**config.mk**
```make
export PLATFORM = sky130hd
export DESIGN_NAME = dcp_width_up
export DESIGN_NICKNAME = d
export VERILOG_FILES = /design/src/rtl/eth_dcp_pkg.sv /design/src/rtl/dcp_width_up.sv
export SDC_FILE = /design/constraint.sdc
export NUM_CORES = 1
export LEC_CHECK = 0
export ABC_CLOCK_PERIOD_IN_PS = 3790
export CORE_MARGIN = 10
export CORE_UTILIZATION = 25
export DETAILED_ROUTE_END_ITERATION = 10
export GPL_TIMING_DRIVEN = 0
export PLACE_DENSITY = 0.56
export SLEW_MARGIN = 20
export SYNTH_ARGS = -nofsm -noshare
export SYNTH_HDL_FRONTEND = slang
export SYNTH_SLANG_ARGS = --single-unit
```
**constraint.sdc**
```tcl
create_clock -name iClk -period 3.79 [get_ports iClk]
set_input_delay 0.758 -clock iClk [delete_from_list [all_inputs] [get_ports iClk]]
set_output_delay 0.758 -clock iClk [all_outputs]
set_load 0.01 [all_outputs]
```
**src/rtl/eth_dcp_pkg.sv**
```systemverilog
// Shared egress decoupled-path definitions: wide payload sizing and field
// positions used by the width-up packer and the downstream buffering FIFO.
package eth_dcp_pkg;

  // Defaults for the standard egress configuration (8-bit beats, 4 lanes).
  localparam int DCP_UP_IN_DW    = 8;
  localparam int DCP_UP_RATIO    = 4;
  localparam int DCP_UP_MASK_LSB = DCP_UP_IN_DW * DCP_UP_RATIO;
  localparam int DCP_UP_LAST_BIT = DCP_UP_MASK_LSB + DCP_UP_RATIO;

  function automatic int dcp_up_pld_w(input int in_dw, input int ratio);
    return in_dw * ratio + ratio + 1;
  endfunction

  function automatic int dcp_up_mask_lsb(input int in_dw, input int ratio);
    return in_dw * ratio;
  endfunction

  function automatic int dcp_up_last_bit(input int in_dw, input int ratio);
    return in_dw * ratio + ratio;
  endfunction

endpackage

```
**src/rtl/dcp_width_up.sv**
```systemverilog
// Narrow-to-wide stream packer: gathers RATIO beats (or fewer on an early
// last) into one wide word with a per-lane valid mask and a frame counter.
module dcp_width_up
  import eth_dcp_pkg::*;
#(
  parameter int IN_DW  = 8,
  parameter int RATIO  = 4,
  parameter int OUT_DW = IN_DW * RATIO,
  parameter int CW     = (RATIO > 1) ? $clog2(RATIO) : 1
) (
  input  logic                                   iClk,
  input  logic                                   iRst_n,
  input  logic                                   iDcpIn_Vld,
  output logic                                   iDcpIn_Rdy,
  input  logic [IN_DW:0]                         iDcpIn_Pld,
  output logic                                   oDcpOut_Vld,
  input  logic                                   oDcpOut_Rdy,
  output logic [dcp_up_pld_w(IN_DW, RATIO)-1:0]  oDcpOut_Pld,
  input  logic                                   iFlush,
  output logic [31:0]                            oFrmCnt,
  output logic [CW-1:0]                          oLaneIdx
);

  localparam int LAST_BIT = dcp_up_last_bit(IN_DW, RATIO);

  logic [OUT_DW-1:0] acc_data;
  logic [RATIO-1:0]  acc_mask;
  logic [CW-1:0]     cnt;

  logic              in_last;
  logic [IN_DW-1:0]  in_data;
  logic [OUT_DW-1:0] lane_data;
  logic [RATIO-1:0]  lane_mask;
  logic              accept;
  logic              complete;
  logic              out_fire;

  assign in_last   = iDcpIn_Pld[IN_DW];
  assign in_data   = iDcpIn_Pld[IN_DW-1:0];
  assign lane_data = OUT_DW'(in_data) << (cnt * IN_DW);
  assign lane_mask = RATIO'(1) << cnt;

  // Ready depends only on flush and the output register, so a completing
  // beat can always land in the same edge the old word drains.
  assign iDcpIn_Rdy = ~iFlush & (~oDcpOut_Vld | oDcpOut_Rdy);
  assign accept     = iDcpIn_Vld & iDcpIn_Rdy;
  assign complete   = accept & (in_last | (cnt == CW'(RATIO - 1)));
  assign out_fire   = oDcpOut_Vld & oDcpOut_Rdy;

  assign oLaneIdx = cnt;

  always_ff @(posedge iClk or negedge iRst_n) begin
    if (!iRst_n) begin
      acc_data    <= '0;
      acc_mask    <= '0;
      cnt         <= '0;
      oDcpOut_Vld <= 1'b0;
      oDcpOut_Pld <= '0;
      oFrmCnt     <= '0;
    end else if (iFlush) begin
      acc_data    <= '0;
      acc_mask    <= '0;
      cnt         <= '0;
      oDcpOut_Vld <= 1'b0;
    end else begin
      if (out_fire && oDcpOut_Pld[LAST_BIT])
        oFrmCnt <= oFrmCnt + 32'd1;

      if (complete) begin
        oDcpOut_Vld <= 1'b1;
        oDcpOut_Pld <= {in_last, acc_mask | lane_mask, acc_data | lane_data};
      end else if (oDcpOut_Rdy) begin
        oDcpOut_Vld <= 1'b0;
      end

      if (complete) begin
        acc_data <= '0;
        acc_mask <= '0;
        cnt      <= '0;
      end else if (accept) begin
        acc_data <= acc_data | lane_data;
        acc_mask <= acc_mask | lane_mask;
        cnt      <= cnt + CW'(1);
      end
    end
  end

endmodule

```
## Yosys cells after proc, flatten, opt, wreduce, memory -nomap -nowiden

Index checks and enable logic that the tools add are counted.

| storage, ports and cells | value |
|---|---|
| output and inout port bits | 73 |
| bits of input ports | 14 |
| word-level logic and storage cells | 38 |
| register bits | 108 |

| cells by class | value |
|---|---|
| muxes and demuxes | 12 |
| eq/ne operators | 1 |
| shift operators | 2 |
| bitwise gates (word level) | 10 |
| add/subtract/negate cells | 2 |
| reduce and logical (&&, ||, !) cells | 5 |

Operator list:

| cell | number |
|---|---|
| $mux 32 | 3 |
| $add 32x1->32 const B | 1 |
| $or 32x32->32 | 1 |
| $shl 8x5->32 | 1 |
| $mux 4 | 3 |
| $mux 2 | 3 |
| $reduce_bool 3->1 | 2 |
| $and 1x1->1 | 4 |
| $or 4x4->4 | 1 |
| $reduce_and 2->1 | 2 |
| $shl 1x2->4 const A | 1 |
| $mux 1 | 3 |
| $add 2x1->2 const B | 1 |
| $eq 2x2->1 const B | 1 |
| $not 1->1 | 2 |
| $or 1x1->1 | 2 |
| $logic_and 1x1->1 | 1 |

## Logic depth before layout (Yosys ltp)

| depth | value |
|---|---|
| depth after elaboration | 7 |
| mapped depth | 6 |
| gate-level depth less buffers | 5 |

## Least setup slack after synthesis

Ideal clock, no wire load.

| timing path | value |
|---|---|
| path kind | in2reg |
| from | input port iFlush |
| to | register oFrmCnt[29] |
| required time | 3.665 ns |
| library setup time | 0.125 ns |
| stages | 5 |
| arrival | 1.833 ns |
| path buffers | 1 |
| setup slack | 1.832 ns |
| cell sequence | buf_6 > nand4b_4 > nor4_4 > nand4_1 > xnor2_1 |

| between the ends | value |
|---|---|
| word-level cells in the longest chain between the ends | 2 |

RTL lines:

| element | line | text |
|---|---|---|
| start: declaration | dcp_width_up.sv:19 | `input logic iFlush,` |
| $not 1->1 (no source line) | - |  |
| $reduce_and 2->1 (no source line) | - |  |
| end signal: assignment | dcp_width_up.sv:67 | `oFrmCnt <= oFrmCnt + 32'd1;` |
| end: declaration | dcp_width_up.sv:20 | `output logic [31:0] oFrmCnt,` |

No other way between the ends.
A chain may end at the register's enable or synchronous reset.

## Worst setup path after layout

| timing path | value |
|---|---|
| from | input port oDcpOut_Rdy |
| to | output port iDcpIn_Rdy |

| between the ends | value |
|---|---|
| word-level cells in the longest chain between the ends | 2 |

RTL lines:

| element | line | text |
|---|---|---|
| start: declaration | dcp_width_up.sv:17 | `input logic oDcpOut_Rdy,` |
| $or 1x1->1 | dcp_width_up.sv:45 | `assign iDcpIn_Rdy = ~iFlush & (~oDcpOut_Vld \| oDcpOut_Rdy);` |
| $and 1x1->1 | dcp_width_up.sv:45 |  |
| end: declaration | dcp_width_up.sv:14 | `output logic iDcpIn_Rdy,` |

No other way between the ends.

==> flow_metrics.py <==
metrics = {
    "routing": {
        "postRouteAntennaNets": 0,
        "routed_via_density": 4.72,
        "initialDrtViolationCount": 232,
        "drcViolationCount": 0,
        "dr.pass1.iters": 4,
        "num_vias": 3429,
        "wl_per_cell_um": 17.3,
        "wirelength_um": 12500,
    },
    "finish": {
        "stdcell_count": 726,
        "final_common_cell": "dfrtp_1",
        "nFillCells": 1852,
        "area_growth_pct": 31.2,
        "finalInstanceArea_um2": 6030,
        "n_antenna_cell": 0,
        "drive_gt1_frac": 0.101,
        "final_core_util": 0.334,
        "final_cell_mix": "108 x dfrtp_1, 78 x clkdlybuf4s50_1, 65 x a21oi_1",
        "nNetsFinal": 511,
    },
    "synthesis": {
        "synth_enable_flop_cells": 0,
        "synth.yosys.seq_area_share": 0.588,
        "synth_seq_cells": 108,
        "synth_area_leaders": "dfrtp_1 59%, a21oi_1 7.1%, a22o_1 6.3%, xnor2_1 5.1%, nor2_1 4.1%",
        "synthCells": 401,
        "syn_nets": 420,
        "synthArstFlopShare": 1.00,
        "yosysWarnings": 0,
        "synthFlopType": "dfrtp_1",
        "synth_area_um2": 4590,
        "ys_types": 40,
        "synth_top_area_share": 0.588,
        "syn_area_per_cell_um2": 11.5,
        "synth_top_area_cell": "dfrtp_1",
    },
    "run": {
        "drv_cap": 0,
    },
    "timing": {
        "rsz0062_at_grt": "no",
        "min_period_over_period": 0.799,
        "tightest_slew_ps": 646,
        "holdWs_ps": 351,
        "skew_ps": 9.96,
        "setup_tns_ps": 0,
        "report.final.setup_viol": 0,
        "slew_viol_final": 0,
        "finalHoldViolations": 0,
        "slew_headroom": 0.568,
        "fmax_ghz": 0.330,
        "fin_crit_ps": 3030,
    },
    "global_route": {
        "grt_use_total": 0.104,
        "antenna_found_initial": 0,
        "grt_max_degree": 56,
        "grt_pass1_wl_um": 20200,
        "grt_pass1_vias": 3639,
        "gr-total-overflow": 0,
    },
    "setup_path": {
        "critPathArrivalTime_ps": 2270,
        "worstPathMaxFanout": 4,
        "worstSetupStartpointType": "input port",
        "crit_required_ps": 3030,
        "end_kind": "output port",
        "worstSetupPathType": "in2out",
    },
    "placed_design": {
        "dpl-instance-area_um2": 5700,
        "dp.cells": 710,
        "hpwl_um": 9260,
        "io_buffers": 79,
        "gp_congestion": 0.801,
    },
    "power": {
        "vdd_drop_max_uv": 261,
        "p_seq_frac": 0.474,
        "p_sw_frac": 0.273,
        "clockPowerShare": 0.362,
        "power_density_nw_per_um2": 459,
        "combPwrFrac": 0.164,
        "power.switching_mw": 0.756,
        "p_leak_nw": 2.62,
        "p_int_mw": 2.01,
    },
    "cts": {
        "cts_resized": 0,
        "cts_root_buffer": "clkbuf_16",
        "ctsHoldBuffers": 0,
        "htree_levels": 3,
        "clkTransAtPathRegs_ps": 80,
        "cts_buffers": 9,
        "post_cts_buffers": 0,
        "clock_sinks": 108,
        "clock_path_buffers": 2,
        "worstSkewPairLatency_ps": 360,
        "cts_tree": "yes",
    },
    "die": {
        "die_area_um2": 24200,
        "fp.dieW_um": 156,
        "ios": 87,
        "die_h_um": 156,
        "rows": 49,
        "core_area_um2": 18000,
        "initial_utilization": 0.255,
    },
    "min_path": {
        "min_path_type": "in2async",
    },
    "run_status": {
        "outcome": "complete, no violations",
    },
}
cell families after synthesis:
family,synth area share
flops,0.588
compound gates,0.151
fa+ha+maj,0.0136
buf+inv,0.0281
mux,0.00735
simple gates,0.153
xor+xnor,0.0591
power groups by stage:
stage	Clock, mW	Sequential, mW	Combinational [mW]
after global placement	0	1.33	0.457
after detailed placement	0	1.34	0.465
after global routing	1.09	1.33	0.498
after CTS	1.04	1.31	0.467
final	1.00	1.31	0.455
after floorplan	0	1.37	0.145
cells in the mapped netlist, types with 2 or more instances:
master	number
inv_1	6
buf_4	2
nand3_2	2
nand2b_1	2
a22oi_1	2
and2_1	2
nor4_4	5
xnor2_1	27
a21oi_1	65
xor2_1	4
dfrtp_1	108
nand3_1	15
ha_1	5
buf_1	7
buf_2	9
nor3_2	5
nand2_1	11
and2b_1	2
nor3_1	3
nand4_1	11
nor2_1	50
mux2_2	3
and3_1	5
a22o_1	33
a21o_1	2
layout make-up:
| type | instances | area (um2) | area share |
|---|---|---|---|
| flip-flops and latches | 108 | 2700 | 0.448 |
| multi-input cells | 266 | 1760 | 0.292 |
| repair buffers | 80 | 820 | 0.136 |
| well taps | 229 | 287 | 0.0475 |
| clock buffers | 9 | 225 | 0.0374 |
| plain buffers | 21 | 106 | 0.0176 |
| clock inverters | 7 | 103 | 0.0170 |
| inverters | 6 | 22.5 | 0.00374 |
final timing paths:
kind / startpoint / endpoint / slack [ps] / depth (start not counted)
min reg2reg: oFrmCnt[31]$_DFFE_PN0P_ / oFrmCnt[31]$_DFFE_PN0P_ / 480 / 1
max reg2reg: oLaneIdx[1]$_DFFE_PN0P_ / acc_data[22]$_DFFE_PN0P_ / 1680 / 5
min: iRst_n / oDcpOut_Pld[7]$_DFFE_PN0P_ / 350 / 1
min in group iClk: oFrmCnt[31]$_DFFE_PN0P_ / oFrmCnt[31]$_DFFE_PN0P_ / 480 / 1
max in group asynchronous: iRst_n / oDcpOut_Pld[12]$_DFFE_PN0P_ / 2800 / 2
max: oDcpOut_Rdy / iDcpIn_Rdy / 760 / 4
registers in the layout, summed over array words and instances, names as in the netlist:
name,count
oDcpOut_Pld,37
oFrmCnt,32
oLaneIdx,2
acc_mask,4
acc_data,32
oDcpOut_Vld,1
through the flow:
step                total power, mW  setup WS [ps]
floorplan                      1.51           1830
global placement               1.79          -2090
detailed placement             1.80            756
CTS                            2.82            742
global route                   2.91            649
finish                         2.77            762
worst max-delay path, stage by stage:
cell and delay (ps):
clkdlybuf4s50_1 560, and2b_1 260, nor2_1 120, clkdlybuf4s50_1 570
per-layer routing:
layer,share of wire,wire [um],global-route usage
met5,0,0,0
met4,0.010,131,0.0330
met3,0.066,829,0.0331
met1,0.43,5360,0.128
met2,0.50,6210,0.169
Power figures use the tool's default switching activity.
==> variant (same flow settings) <==
`IN_DW`: 8 -> 6.
--- a/src/rtl/dcp_width_up.sv
+++ b/src/rtl/dcp_width_up.sv
@@ -4,5 +4,5 @@
   import eth_dcp_pkg::*;
 #(
-  parameter int IN_DW  = 8,
+  parameter int IN_DW  = 6,
   parameter int RATIO  = 4,
   parameter int OUT_DW = IN_DW * RATIO,
Ports: changed (resized iDcpIn_Pld and oDcpOut_Pld); port bits go from 87 to 77. No check against the original RTL was run, so the function may have changed too.
==> variant against the original RTL <==
- sequential share of layout area decreased by 3.4 points
- clock skew decreased by 2.4 ps
- global-route usage increased by 0.21 points
- wire length decreased by 7.0%
- count of clock-buffer cells in the layout increased by 1
- final area decreased by 7.8%
- power decreased by 13%
- sequential cell count decreased by 16
- worst setup slack improved by 28 ps
- area after synthesis decreased by 8.6%
- critical endpoint is now oDcpOut_Pld[21]$_DFFE_PN0P_
- highest routed layer unchanged
==> variant: results (changes against the original RTL) <==
- The run finished with clean final reports.
- The global-route track usage on met2 is 0.168 (-0.00104).
- The area of placed instances is 5260 sq um (-7.8%).
- The net count of the finished layout is 518 (+1.4%).
- The post-detailed-routing wire length is 11700 um (-7.0%).
- The area share of fa/ha/maj cells after synthesis is 0.0179 (+0.00425).
- By area the synthesized netlist is led by sky130_fd_sc_hd__dfrtp_1 55%, sky130_fd_sc_hd__a21oi_1 7.0%, sky130_fd_sc_hd__nor2_1 5.5%.
- The switching share of total power is 0.264 (-0.00978).
- The total placed cells including tap cells is 709 (-0.14%).
- The maximum VDD drop is 0.203 mV (-22%).
- The global-route track usage on met1 is 0.133 (+0.00490).
- The largest registers in the layout are oFrmCnt (32), oDcpOut_Pld (29), acc_data (24).
- The leakage power is 2.33 nW (-11%).
- The number of distinct library cell variants in the gate-level netlist after synthesis is 43 (+7.5%).
- The end of the critical path is oDcpOut_Pld[21]$_DFFE_PN0P_.
- The final weighted congestion in routability-driven placement was 0.808 (+0.77%).
- The commonest cells after synthesis are 92 x sky130_fd_sc_hd__dfrtp_1, 62 x sky130_fd_sc_hd__nor2_1, 59 x sky130_fd_sc_hd__a21oi_1.
- The multiplexer share of the synthesized area is 0.0128 (+0.00545).
- The number of buffers added on ports is 75 (-5.1%).
- The count of fill cells added during filler insertion came to 1685 (-9.0%).
- The reg2reg setup slack is 790 ps (-890 ps).
- The data arrival time at the worst-slack endpoint came to 3210 ps (+940 ps).
- The clock insertion delay at the later pin of the skew report is 340 ps (-20 ps).
- The HPWL after detailed placement came to 8560 um (-7.6%).
- The number of global-route vias before repair is 3594 (-1.2%).
- The post-route clock skew is 7.52 ps (-2.44 ps).
- The overall routing resource usage is 0.106 (+0.00208).
- The routing usage on met3 is 0.0335 (+0.000429).
- The cell count after synthesis is 413 (+3.0%).
## variant: cell count changes after synthesis, moves of 15 or more
cell / change
sky130_fd_sc_hd__xnor2_1: -17
sky130_fd_sc_hd__dfrtp_1: -16
sky130_fd_sc_hd__a22o_1: -31
sky130_fd_sc_hd__clkbuf_1: +15
sky130_fd_sc_hd__xor2_1: +17
## variant: per-layer routing
| layer | wire, um | vias up |
|---|---|---|
| met4 | 225 | 0 |
| li1 | - | 1626 |
| met5 | 0 | - |
| met1 | 5250 | 1695 |
| met3 | 784 | 13 |
| met2 | 5400 | 88 |
## variant: how the worst min path moves through the flow
stage	slack, ps	endpoint	startpoint
6_report	260	oFrmCnt[17]$_DFFE_PN0P_	iRst_n
5_1_grt	270	oFrmCnt[17]$_DFFE_PN0P_	iRst_n
3_3_place_gp	460	acc_data[8]$_DFFE_PN0P_	acc_data[8]$_DFFE_PN0P_
3_5_place_dp	450	acc_data[8]$_DFFE_PN0P_	acc_data[8]$_DFFE_PN0P_
4_1_cts	270	oFrmCnt[17]$_DFFE_PN0P_	iRst_n
2_1_floorplan	440	acc_data[8]$_DFFE_PN0P_	acc_data[8]$_DFFE_PN0P_
## variant: final cells by class
type                            instances  area (sq um)  share of cell area
Sequential cell                        92          2300               0.414
Timing Repair Buffer                   76           779               0.140
Multi-Input combinational cell        291          1780               0.321
Clock inverter                          5          62.6              0.0113
Buffer                                 21          91.3              0.0164
Tap cell                              220           275              0.0495
Inverter                                9          33.8             0.00608
Clock buffer                           10           229              0.0412
## variant: power by group through the flow
stage                     combinational (mW)  sequential [mW]  clock (mW)
after floorplan                        0.138             1.16           0
after global placement                 0.410             1.13           0
after detailed placement               0.418             1.13           0
after CTS                              0.421             1.11       0.910
after global routing                   0.455             1.13       0.955
final                                  0.409             1.11       0.889
